===== src/rtl/sdram_stream_reader.sv =====
// rtl/sdram_stream_reader.sv - Avalon-MM read master streaming consecutive SDRAM words out on valid/ready
//
// Ports:
//   clk_clk, reset_reset          : sole clock, synchronous active-high reset
//   start, base_addr, length      : transfer command (sampled when idle)
//   busy, done, err               : status; done is a one-cycle pulse, err is sticky
//   avm_*                         : Avalon-MM master towards the SDRAM controller s1 port
//   out_data, out_valid, out_ready: first-word-fall-through output stream
module sdram_stream_reader #(
    parameter int ADDR_W      = 24,
    parameter int DATA_W      = 16,
    parameter int LEN_W       = 24,
    parameter int FIFO_DEPTH  = 16,
    parameter int MAX_PENDING = 8
) (
    input  logic              clk_clk,
    input  logic              reset_reset,
    input  logic              start,
    input  logic [ADDR_W-1:0] base_addr,
    input  logic [LEN_W-1:0]  length,
    output logic              busy,
    output logic              done,
    output logic              err,
    output logic [ADDR_W-1:0] avm_address,
    output logic [1:0]        avm_byteenable_n,
    output logic              avm_chipselect,
    output logic [DATA_W-1:0] avm_writedata,
    output logic              avm_read_n,
    output logic              avm_write_n,
    input  logic [DATA_W-1:0] avm_readdata,
    input  logic              avm_readdatavalid,
    input  logic              avm_waitrequest,
    output logic [DATA_W-1:0] out_data,
    output logic              out_valid,
    input  logic              out_ready
);
    localparam int PTR_W  = $clog2(FIFO_DEPTH);
    localparam int CNT_W  = $clog2(FIFO_DEPTH + 1);
    localparam int PEND_W = $clog2(MAX_PENDING + 1);

    typedef enum logic [1:0] {IDLE, ISSUE, DRAIN, DONE} state_t;

    state_t            state;
    logic [LEN_W-1:0]  len;
    logic [LEN_W-1:0]  issued;
    logic [LEN_W-1:0]  received;
    logic [PEND_W-1:0] pending;
    logic [DATA_W-1:0] mem [FIFO_DEPTH];
    logic [PTR_W-1:0]  wr_ptr;
    logic [PTR_W-1:0]  rd_ptr;
    logic [CNT_W-1:0]  fifo_count;

    logic              accept;
    logic              push;
    logic              pop;
    logic              credit_ok;
    logic [PEND_W-1:0] pending_next;
    logic [CNT_W-1:0]  fifo_count_next;
    logic [LEN_W-1:0]  issued_next;

    assign avm_byteenable_n = 2'b00;
    assign avm_writedata    = '0;
    assign avm_write_n      = 1'b1;

    assign accept    = avm_chipselect & ~avm_read_n & ~avm_waitrequest;
    // A beat with nothing outstanding belongs to no request of ours and is dropped.
    assign push      = avm_readdatavalid && (pending != '0);
    assign out_valid = (fifo_count != '0);
    assign pop       = out_valid && out_ready;
    assign out_data  = mem[rd_ptr];

    assign pending_next    = pending + PEND_W'(accept) - PEND_W'(push);
    assign fifo_count_next = fifo_count + CNT_W'(push) - CNT_W'(pop);
    assign issued_next     = issued + LEN_W'(accept);

    // Every issued read reserves a FIFO slot until its word is popped, so
    // pending + fifo_count bounds the FIFO occupancy whatever the consumer does.
    assign credit_ok = (int'(pending_next) < MAX_PENDING) &&
                       (int'(pending_next) + int'(fifo_count_next) < FIFO_DEPTH);

    always_ff @(posedge clk_clk) begin
        if (push) begin
            mem[wr_ptr] <= avm_readdata;
        end
    end

    always_ff @(posedge clk_clk) begin
        if (reset_reset) begin
            state          <= IDLE;
            busy           <= 1'b0;
            done           <= 1'b0;
            err            <= 1'b0;
            avm_chipselect <= 1'b0;
            avm_read_n     <= 1'b1;
            avm_address    <= '0;
            len            <= '0;
            issued         <= '0;
            received       <= '0;
            pending        <= '0;
            wr_ptr         <= '0;
            rd_ptr         <= '0;
            fifo_count     <= '0;
        end else begin
            done       <= 1'b0;
            pending    <= pending_next;
            fifo_count <= fifo_count_next;
            if (push) begin
                wr_ptr   <= wr_ptr + PTR_W'(1);
                received <= received + LEN_W'(1);
            end
            if (pop) begin
                rd_ptr <= rd_ptr + PTR_W'(1);
            end
            if (avm_readdatavalid && (pending == '0) && busy) begin
                err <= 1'b1;
            end

            case (state)
                IDLE: begin
                    if (start) begin
                        busy <= 1'b1;
                        if (length != '0) begin
                            len            <= length;
                            avm_address    <= base_addr;
                            issued         <= '0;
                            received       <= '0;
                            err            <= 1'b0;
                            avm_chipselect <= 1'b1;
                            avm_read_n     <= 1'b0;
                            state          <= ISSUE;
                        end else begin
                            state <= DONE;
                        end
                    end
                end
                ISSUE: begin
                    if (accept) begin
                        avm_address <= avm_address + ADDR_W'(1);
                        issued      <= issued_next;
                    end
                    if (accept && (issued_next == len)) begin
                        avm_chipselect <= 1'b0;
                        avm_read_n     <= 1'b1;
                        state          <= DRAIN;
                    end else if (!avm_chipselect || accept) begin
                        // A stalled request is left untouched until the slave takes it.
                        avm_chipselect <= credit_ok;
                        avm_read_n     <= ~credit_ok;
                    end
                end
                DRAIN: begin
                    if ((received == len) && (fifo_count == '0)) begin
                        state <= DONE;
                    end
                end
                DONE: begin
                    done  <= 1'b1;
                    busy  <= 1'b0;
                    state <= IDLE;
                end
                default: state <= IDLE;
            endcase
        end
    end
endmodule


===== config.mk =====
export PLATFORM = sky130hd
export DESIGN_NAME = sdram_stream_reader
export DESIGN_NICKNAME = d
export VERILOG_FILES = /design/src/rtl/sdram_stream_reader.sv
export SDC_FILE = /design/constraint.sdc
export NUM_CORES = 1
export LEC_CHECK = 0
export ABC_AREA = 0
export BUFFER_PORTS_ARGS = -buffer_cell sky130_fd_sc_hd__buf_2
export CORE_AREA = 2 2 221 266
export DETAILED_ROUTE_END_ITERATION = 10
export DIE_AREA = 0 0 223 268
export GPL_TIMING_DRIVEN = 0
export PLACE_DENSITY = 0.55
export SETUP_SLACK_MARGIN = 0.02
export SKIP_LAST_GASP = 1
export SYNTH_ARGS = -nofsm -noshare
export SYNTH_HDL_FRONTEND = slang
export SYNTH_SLANG_ARGS = --single-unit

===== constraint.sdc =====
create_clock -name clk_clk -period 3.3 [get_ports clk_clk]
set_input_delay 0.66 -clock clk_clk [delete_from_list [all_inputs] [get_ports clk_clk]]
set_output_delay 0.66 -clock clk_clk [all_outputs]
set_load 0.01 [all_outputs]

==> flow_metrics.tcl, run 1 <==
set metrics [dict create \
    globalRouteTotalUtil 0.1546 \
    routed_wire_length_per_instance_um 20.67 \
    count_of_flip_flops_with_a_built_in_enable_after_synthesis 256 \
    drcViolationCount 0 \
    result_of_the_run "complete, no violations" \
    final_period_minus_worst_setup_slack_ns 3.280 \
    synth.lib_cells_used.distinct 69 \
    first_global_vias 11260 \
    maximum_level_of_the_cts_h_tree 2 \
    die_area_um2 59760 \
    drtAntennaViolNets 0 \
    worst_setup_path_start_kind "flip-flop" \
    drive_above_1_share 0.2630 \
    max_freq_mhz 304.9 \
    grt_max_degree 17 \
    worst_slew_pin_slew_ns 0.8460 \
    finalSetupViolCount 0 \
    synth.ff_latch_count 380 \
    routed_wl_um 46560 \
    ctsRootBufferMaster "clkbuf_16" \
    rsz0062_at_grt "true" \
    setup-tns-final_ns 0 \
    clock_insertion_delay_worst_skew_ns 0.57 \
    synth_area_per_cell_um2 13.25 \
    cts-root-to-sink-buffers 3 \
    globalRoute.totalOverflow 0 \
    clkTransAtPathRegs_ns 0.06 \
    power_per_cell_area_nw_per_um2 721.4 \
    period_share 0.9940 \
    worst-endpoint-arrival_ns 3.72 \
    max-slew-margin-rel 0.4360 \
    chipHeight_um 268 \
    static_leakage_nw 7.092 \
    min-delay-path-class "in -> reg" \
    hold_viol_final 0 \
    dr.pass1.iters 5 \
    slew_viols_final 0 \
    async_reset_ff_frac 0 \
    max_cap_viol_count 0 \
    critical_path_class "reg -> reg" \
    layout-area-overhead-vs-synth_pct 21.48 \
    worst-path-max-fanout 5 \
    dpl.hpwl_um 33520 \
    multi_input_comb_area_um2 6668 \
    synth.cell_area_um2 17000 \
    sequential_element_share_of_the_synthesized_area 0.5983 \
    global_route_wire_length_before_repair_um 69770 \
    start_util 0.2979 \
    floorplan.io_pins 135 \
    floorplan.rows 96 \
    viasPerCell 5.037 \
    cts_num_sinks 380 \
    die_x_um 223 \
    tritoncts_clock_tree "done" \
    vias 11340 \
    synthFlopType "edfxtp_1" \
    core-area_um2 57050 \
    crit_required_ns 3.74 \
    initial_antenna_violation_count 1 \
    final-seq-area_um2 10180 \
    n_fill_cell 5427 \
    drt_iter0_markers 801 \
    place.port_buffers 115 \
    power.ir.vdd_worst_v 0.0003629 \
    final.setup_skew_ns 0.02390 \
    gp_routability_congestion 0.8641 \
    synth_warnings 0 \
    design.final.nets 1582 \
    worst_hold_slack_ns 0.3633 \
    critPathCaptureType "flip-flop" \
    diode_insertion_count_for_antenna_repair 0 \
    inserted_clock_buffers 42 \
    post_synth_inst_count 1283 \
]
[layout make-up]
type | count | area share
clock inverter | 26 | 0.009513
tap | 735 | 0.04453
multi-input combinational | 808 | 0.3229
sequential | 380 | 0.4930
inverter | 22 | 0.003999
buffer | 86 | 0.02466
clock buffer | 50 | 0.05477
timing repair buffer | 145 | 0.04666
[metal layers]
layer,share of wire,vias up,GRT usage
met4,0.030,0,0.05696
met2,0.51,343,0.2745
met1,0.41,5652,0.1905
li1,-,5266,-
met5,0,-,0
met3,0.050,82,0.02384
[worst max-delay path, stage by stage, from the launching register on]
cell,delay [ns]
dfxtp_2,0.31
inv_2,0.06
ha_4,0.11
or3b_4,0.39
and2_4,0.18
clkbuf_16,0.16
xnor2_2,0.12
ha_2,0.20
fa_2,0.56
ha_4,0.21
a31oi_4,0.13
nor2b_1,0.06
o21ai_1,0.11
nand3_1,0.10
o21ai_2,0.16
nand2_1,0.07
a211o_1,0.22
[cells by family (layout without fill, tap and decap cells)]
group	count (synthesis)	in the layout	synth area share
flops	380	380	0.5983
other cells	2	19	0.0004418
mux	106	106	0.1213
xor+xnor	88	88	0.04534
compound gates	188	188	0.06934
fa+ha+maj	27	27	0.02076
buf+inv	112	329	0.03003
simple gates	380	380	0.1145
[registers in the layout, summed over array words and instances, names as in the netlist, 2 cells and up, named ones only]
signal,cells
avm_address,24
fifo_count,5
issued,24
len,24
mem,256
pending,4
rd_ptr,4
received,24
state,2
wr_ptr,4
[repair_timing]
action,CTS,global route
hold buffers,0,0
resized for setup,46,34
pin swaps,12,13
setup buffers,9,1
setup endpoints to repair,20,16
[worst paths after layout]
kind | slack [ns] | cells past startpoint | end | from
worst max-delay path | 0.02 | 16 | avm_read_n$_SDFFE_PP1P_ | pending[2]$_SDFF_PP0_
worst min-delay path | 0.36 | 3 | len[20]$_SDFFE_PP0P_ | length[20]
worst max register to register | 0.02 | 16 | avm_read_n$_SDFFE_PP1P_ | pending[2]$_SDFF_PP0_
worst min register to register | 0.47 | 2 | err$_SDFF_PP0_ | err$_SDFF_PP0_
[per-stage QoR]
| step | utilization | setup WS [ns] | std cells | area, um^2 | total power, mW |
|---|---|---|---|---|---|
| finish | 0.3619 | 0.01984 | 2252 | 20650 | 14.90 |
| global route | 0.3619 | -0.1281 | 2252 | 20650 | 15.66 |
| CTS | 0.3591 | -0.08723 | 2251 | 20490 | 14.92 |
| detailed placement | 0.3326 | -0.6328 | 2170 | 18970 | 10.13 |
| global placement | 0.3262 | -1.004 | 2150 | 18610 | 10.01 |
| floorplan | - | 0.02316 | 1300 | 17120 | 8.651 |
[synth_stat cells (all sizes together) (3+ instances only)]
library cell,count,area share
a2111oi,4,0.0021
a211oi,8,0.0035
a21o,8,0.0035
a21oi,62,0.018
a221oi,4,0.0021
a22o,3,0.0015
a22oi,6,0.0026
a311oi,4,0.0021
a31o,3,0.0015
a31oi,6,0.0022
and2,9,0.0033
and3,13,0.0048
and4,10,0.0052
buf,38,0.014
clkbuf,52,0.011
dfxtp,124,0.15
edfxtp,256,0.45
ha,25,0.018
inv,22,0.0049
mux2i,26,0.015
mux4,80,0.11
nand2,71,0.016
nand2b,5,0.0018
nand3,37,0.011
nand3b,3,0.0013
nand4,26,0.010
nand4b,7,0.0036
nor2,123,0.027
nor2b,13,0.0048
nor3,21,0.0071
nor4,22,0.0096
o211ai,5,0.0022
o21ai,45,0.013
o22ai,5,0.0018
o31ai,7,0.0031
or3,12,0.0044
or4,3,0.0013
xnor2,41,0.021
xor2,47,0.024
[report_power, final]
group | switching, mW | total, mW | internal, mW
sequential | 0.410 | 5.88 | 5.47
combinational | 2.40 | 4.49 | 2.09
clock | 1.91 | 4.52 | 2.61
total | 4.73 | 14.9 | 10.2
[cell usage in the layout, fill, tap and decap left out, types with 11 or more instances in the layout]
master,count
and3_1,11
nand2_1,68
nor4_1,16
or3_1,12
buf_4,33
nand3_1,34
nor2_2,14
clkinv_2,11
mux4_2,80
buf_6,13
o21ai_1,23
edfxtp_1,256
xnor2_1,39
inv_1,19
nand4_1,24
a21oi_1,61
ha_1,19
mux2i_1,26
clkbuf_16,43
xor2_1,46
conb_1,19
dfxtp_1,120
buf_2,120
o21ai_0,21
nor3_1,14
nor2b_1,13
nor2_1,109
clkbuf_1,43
No activity file was read; power rests on OpenSTA's default activity.
==> run 2, diff against run 1 <==
==> config.mk (replaced) <==
export PLATFORM = sky130hd
export DESIGN_NAME = sdram_stream_reader
export DESIGN_NICKNAME = d
export VERILOG_FILES = /design/src/rtl/sdram_stream_reader.sv
export SDC_FILE = /design/constraint.sdc
export NUM_CORES = 1
export LEC_CHECK = 0
export ABC_AREA = 1
export BUFFER_PORTS_ARGS = -buffer_cell sky130_fd_sc_hd__buf_2
export CELL_PAD_IN_SITES_DETAIL_PLACEMENT = 0
export CELL_PAD_IN_SITES_GLOBAL_PLACEMENT = 2
export CORE_AREA = 2 2 225 271
export DETAILED_ROUTE_END_ITERATION = 10
export DIE_AREA = 0 0 227 273
export GPL_TIMING_DRIVEN = 0
export PLACE_DENSITY = 0.74
export SETUP_SLACK_MARGIN = 0.02
export SKIP_LAST_GASP = 1
export SYNTH_ARGS = -nofsm -noshare
export SYNTH_HDL_FRONTEND = slang
export SYNTH_SLANG_ARGS = --single-unit
export TNS_END_PERCENT = 5
==> flow_metrics.tcl, run 2 <==
set metrics [dict create \
    min-delay-path-class "in -> reg" \
    vias 13430 \
    critical_path_class "reg -> out" \
    power_per_cell_area_nw_per_um2 761.7 \
    max_cap_viol_count 0 \
    gp_routability_congestion 0.8591 \
    globalRoute.totalOverflow 0 \
    inserted_clock_buffers 42 \
    drtAntennaViolNets 0 \
    final_util 0.3576 \
    worst_hold_slack_ns 0.3594 \
    static_leakage_nw 7.982 \
    crit_end "out_data[3]" \
    hold_viol_final 0 \
    start_util 0.2976 \
    dr.pass1.iters 5 \
    n_fill_cell 6102 \
    chipHeight_um 273 \
    dpl-instance-area_um2 19660 \
    flop2flop_setup_slack_ns 0.20 \
    top_library_cells_by_usage_in_the_layout_fill_and_taps_aside "nand2_1, edfxtp_1, inv_1" \
    grt_max_degree 17 \
    routed_wl_um 55640 \
    result_of_the_run "complete, no violations" \
    ctsRootBufferMaster "clkbuf_16" \
    critPathCaptureType "output pin" \
    worstPathCellList "clkbuf_4, buf_4, buf_6, mux2i_1, o211ai_1, nand3_2, nand2_1, buf_2" \
    registers.top_by_ff_count "mem" \
    tritoncts_clock_tree "done" \
    die_area_um2 61970 \
    floorplan.rows 98 \
    worst_slew_pin_slew_ns 0.8547 \
    rsz0062_at_grt "true" \
    viasPerCell 4.749 \
    cts_num_sinks 380 \
    die_x_um 227 \
    worstRegToRegCells 20 \
    synthFlopType "edfxtp_1" \
    yosysTopAreaCell "edfxtp_1" \
    clkTransAtPathRegs_ns 0.06 \
    largest_register_ffs 256 \
    multi_input_comb_area_um2 6531 \
    worst_setup_path_start_kind "flip-flop" \
    synth_warnings 0 \
    synth.most_common_cell "nand2_1" \
    final-seq-area_um2 10170 \
    crit_buf_inv 4 \
    clock_insertion_delay_worst_skew_ns 0.58 \
    cpMaxStageDelayCell "dfxtp_1" \
    cts-root-to-sink-buffers 3 \
    synth.area.top_cells "edfxtp_1, dfxtp_1, nand2_1" \
    synth.ff_latch_count 380 \
    synth_top_cell_area_share 0.4352 \
    final_period_minus_worst_setup_slack_ns 3.240 \
    floorplan.io_pins 135 \
    post_synth_most_frequent_cells "nand2_1, edfxtp_1, inv_1" \
    sequential_element_share_of_the_synthesized_area 0.5758 \
    drcViolationCount 0 \
    place.port_buffers 115 \
    final.setup_skew_ns 0.01848 \
    mostFrequentLayoutCell "nand2_1" \
    first_global_vias 13300 \
    crit_required_ns 2.64 \
    setup-tns-final_ns 0 \
    synth_area_per_cell_um2 9.829 \
    period_share 0.9817 \
    fin_total_pwr_mw 16.17 \
    max_freq_mhz 308.7 \
    synth.cell_area_um2 17660 \
    initial_antenna_violation_count 1 \
    drt_iter0_markers 830 \
    routed_wire_length_per_instance_um 19.68 \
    fin_area_um2 21230 \
    max-slew-margin-rel 0.4302 \
    r2r_start "fifo_count[2]$_SDFF_PP0_" \
    slew_viols_final 0 \
    post_synth_inst_count 1797 \
    synth.lib_cells_used.distinct 45 \
    pre_cts_ws_ns -0.5287 \
    drive_above_1_share 0.1654 \
    dominant_delay_contributor_by_cell_family_on_the_critical_path "buffers and inverters" \
    design.final.nets 2094 \
    global_route_wire_length_before_repair_um 82410 \
    power.ir.vdd_worst_v 0.0003421 \
    r2r-end "avm_chipselect$_SDFFE_PP0P_" \
    globalRouteTotalUtil 0.1789 \
    critical_path_s_largest_stage_delay_ns 0.40 \
    async_reset_ff_frac 0 \
    core-area_um2 59350 \
    dpl.hpwl_um 41020 \
    count_of_flip_flops_with_a_built_in_enable_after_synthesis 256 \
    path_depth 8 \
    layout-area-overhead-vs-synth_pct 20.17 \
    final.setup.worst_slack_ns 0.06032 \
    instances_no_fill 2827 \
    maximum_level_of_the_cts_h_tree 2 \
    dp_cells 2745 \
    worst-endpoint-arrival_ns 2.58 \
    worst-path-max-fanout 10 \
    finalSetupViolCount 0 \
]
-- run 2: changes by cell type in the layout (fill, tap and decap cells not counted), sizes merged, moves of 17 or more --
cell    delta
nor2      +47
nand4     -17
mux2i     +38
mux4      -80
o21ai     +90
inv      +171
nand3     +57
o211ai    +60
nand2    +209
a21oi     +64
a31oi     +18
-- run 2: logic make-up after synthesis --
| kind of cell | Yosys count | share of synthesized area |
|---|---|---|
| AOI/OAI and AO/OA | 378 | 0.1225 |
| xor gates and xnor gates | 61 | 0.03025 |
| adders and majority gates | 27 | 0.01998 |
| buffers and inverters | 288 | 0.06666 |
| DFF | 380 | 0.5758 |
| muxes | 64 | 0.03627 |
| other | 2 | 0.0004252 |
| and+or+nand+nor | 597 | 0.1481 |
-- run 2: final cells by class --
type,count,share of cell area
antenna,1,0.0001179
buffer,95,0.02476
clock buffer,65,0.05700
clock inverter,8,0.003950
inverter,192,0.03431
multi-input combinational,1146,0.3077
sequential,380,0.4793
tap,800,0.04716
timing repair buffer,140,0.04574
-- run 2: worst min path at each step --
stage / startpoint / to / cells past startpoint
after CTS: length[8] / len[8]$_SDFFE_PP0P_ / 3
after detailed placement: err$_SDFF_PP0_ / err$_SDFF_PP0_ / 2
after global routing: avm_readdatavalid / err$_SDFF_PP0_ / 3
after global placement: err$_SDFF_PP0_ / err$_SDFF_PP0_ / 2
final: base_addr[9] / avm_address[9]$_SDFFE_PP0P_ / 3
after floorplan: issued[0]$_SDFFE_PP0P_ / issued[0]$_SDFFE_PP0P_ / 2
-- run 2: repair_timing --
item,4_1_cts,5_1_grt
cloned,0,0
buffers inserted,0,9
hold buffers,0,0
resized for setup,32,44
pin swaps,1,12
setup endpoints to repair,21,19
-- run 2: per-layer routing --
metal	up-vias	global-route usage	routed length (um)
met5	-	0	0
met1	6471	0.2116	22460
met3	75	0.02355	2259
met4	0	0.05865	1588
li1	6566	-	-
met2	313	0.3312	29330
-- run 2: power by group --
group | switching, mW | total (mW) | internal, mW
Clock | 1.97 | 4.51 | 2.54
Combinational | 3.56 | 5.51 | 1.96
Sequential | 0.529 | 6.14 | 5.62
-- run 2: worst register-to-register path, stage by stage, from the launching register on --
cell	delay, ns
dfxtp_2	0.32
inv_2	0.05
ha_2	0.16
inv_2	0.04
nor4_4	0.28
inv_2	0.13
nand2_4	0.15
inv_4	0.06
nand2_4	0.07
nand2_2	0.06
ha_4	0.16
fa_1	0.49
ha_1	0.31
a31o_2	0.24
nand3_2	0.05
nand3_1	0.06
nor2_1	0.11
nand2_1	0.06
nand2_1	0.07
nand2_1	0.06
nor2_1	0.11
==> run 3, diff against run 2 <==
--- a/config.mk
+++ b/config.mk
@@ -6,16 +6,16 @@
 export NUM_CORES = 1
 export LEC_CHECK = 0
 export ABC_AREA = 1
-export BUFFER_PORTS_ARGS = -buffer_cell sky130_fd_sc_hd__buf_2
 export CELL_PAD_IN_SITES_DETAIL_PLACEMENT = 0
 export CELL_PAD_IN_SITES_GLOBAL_PLACEMENT = 2
 export CORE_AREA = 2 2 225 271
 export DETAILED_ROUTE_END_ITERATION = 10
 export DIE_AREA = 0 0 227 273
-export GPL_TIMING_DRIVEN = 0
-export PLACE_DENSITY = 0.74
+export DONT_BUFFER_PORTS = 1
+export PLACE_DENSITY = 0.71
 export SETUP_SLACK_MARGIN = 0.02
 export SKIP_LAST_GASP = 1
+export SLEW_MARGIN = 10
 export SYNTH_ARGS = -nofsm -noshare
 export SYNTH_HDL_FRONTEND = slang
 export SYNTH_SLANG_ARGS = --single-unit
==> flow_metrics.tcl, run 3 (same netlist as run 2, synthesis figures left out) <==
set metrics [dict create \
    pre_cts_ws_ns 0.1782 \
    worst-path-max-fanout 44 \
    critical_path_class "reg -> out" \
    vias 12390 \
    worst_hold_slack_ns 0.1731 \
    inserted_clock_buffers 43 \
    static_leakage_nw 7.306 \
    critPathCaptureType "output pin" \
    clkTransAtPathRegs_ns 0.06 \
    max-slew-margin-rel 0.3825 \
    multi_input_comb_area_um2 6430 \
    max_cap_viol_count 0 \
    worst_slew_pin_slew_ns 0.9253 \
    final_period_minus_worst_setup_slack_ns 3.088 \
    final.setup.worst_slack_ns 0.2119 \
    power.ir.vdd_worst_v 0.0003966 \
    final.setup_skew_ns 0.01949 \
    diode_insertion_count_for_antenna_repair 0 \
    slew_viols_final 0 \
    gp_routability_congestion 0.8032 \
    routed_wire_length_per_instance_um 18.22 \
    worst_setup_path_start_kind "flip-flop" \
    initial_antenna_violation_count 1 \
    power_per_cell_area_nw_per_um2 761.5 \
    place.port_buffers 0 \
    drt_iter0_markers 587 \
    cts_num_sinks 380 \
    core-area_um2 59350 \
    floorplan.io_pins 135 \
    final-seq-area_um2 10180 \
    first_global_vias 12380 \
    maximum_level_of_the_cts_h_tree 2 \
    globalRouteTotalUtil 0.1555 \
    layout-area-overhead-vs-synth_pct 14.37 \
    rsz0062_at_grt "true" \
    global_route_hottest_layer "met2" \
    die_area_um2 61970 \
    crit_required_ns 2.64 \
    largest_register_ffs 256 \
    hold_viol_final 0 \
    dr.pass1.iters 5 \
    chipHeight_um 273 \
    cts-root-to-sink-buffers 3 \
    drive_above_1_share 0.09951 \
    min-delay-path-class "in -> reg" \
    clock_insertion_delay_worst_skew_ns 0.57 \
    grt_met1_use 0.1770 \
    tritoncts_clock_tree "done" \
    start_util 0.2976 \
    result_of_the_run "complete, no violations" \
    grt_max_degree 65 \
    min_path_cells 1 \
    global_route_wire_length_before_repair_um 73470 \
    global_route.usage.met2 0.2892 \
    dpl.hpwl_um 32840 \
    n_fill_cell 6132 \
    drcViolationCount 0 \
    worstRegToRegCells 20 \
    setup-tns-final_ns 0 \
    max_freq_mhz 323.8 \
    top_library_cells_by_usage_in_the_layout_fill_and_taps_aside "nand2_1, edfxtp_1, inv_1" \
    routed_wl_um 48260 \
    drtAntennaViolNets 0 \
    period_share 0.9358 \
    die_x_um 227 \
    globalRouteMet3Util 0.03215 \
    viasPerCell 4.677 \
    ctsRootBufferMaster "clkbuf_16" \
    finalSetupViolCount 0 \
    design.final.nets 1911 \
    mostFrequentLayoutCell "nand2_1" \
    globalRoute.totalOverflow 0 \
    floorplan.rows 98 \
    worst-endpoint-arrival_ns 2.43 \
    registers.top_by_ff_count "mem" \
]
[run 3: cell types whose count changed in the layout (fill, tap and decap cells not counted), sizes merged]
cell      delta
buf        -134
inv          -1
clkinv      +19
bufinv       +4
clkbuf      -68
diode        -1
clkinvlp     +3
[run 3: worst max-delay path, stage by stage, from the launching register on]
cell      delay (ns)
dfxtp_4         0.73
buf_4           0.43
a21oi_1         0.11
o21ai_0         0.11
o21ai_0         0.12
o211ai_1        0.19
nand2_1         0.15
[run 3: power breakdown]
part | leakage, nW | internal [mW] | total, mW | switching, mW
Sequential | 3.33 | 5.62 | 6.27 | 0.649
Clock | 0.674 | 2.72 | 4.71 | 2.00
Combinational | 3.31 | 1.60 | 4.40 | 2.81
[run 3: path summary, 6_finish.rpt]
kind	end	from	slack [ns]
max	out_data[11]	flip-flop	0.21
min reg2reg	issued[0]$_SDFFE_PP0P_	issued[0]$_SDFFE_PP0P_	0.48
min	avm_address[23]$_SDFFE_PP0P_	reset_reset	0.17
max reg2reg	avm_read_n$_SDFFE_PP1P_	fifo_count[3]$_SDFF_PP0_	0.25
[run 3: final cells by class]
cell class / instances / share of cell area
multi-input cells: 1146 / 0.3183
repair buffers: 51 / 0.02391
flip-flops and latches: 380 / 0.5037
inverters: 192 / 0.03580
well taps: 800 / 0.04955
clock buffers: 47 / 0.05401
clock inverters: 33 / 0.01468
[run 3: what timing repair did]
item | in CTS | in global routing
hold buffers | 0 | 0
setup buffers | 0 | 0
endpoints found under the setup margin | 0 | 3
resized for setup | 0 | 2
[run 3: metal layers]
layer,vias up,share of wire
li1,6188,-
met1,5922,0.40
met2,206,0.52
met3,72,0.047
met4,2,0.026
met5,-,0.00023
[run 3: metrics by stage]
stage / cell area [um^2] / util / instances / total power, mW
final: 20200 / 0.3404 / 2649 / 15.38
after global routing: 20200 / 0.3404 / 2649 / 16.43
after CTS: 20200 / 0.3403 / 2649 / 15.63
after detailed placement: 18810 / 0.3169 / 2569 / 10.84
after global placement: 18810 / 0.3169 / 2569 / 10.82
after floorplan: 17730 / - / 1814 / 9.417
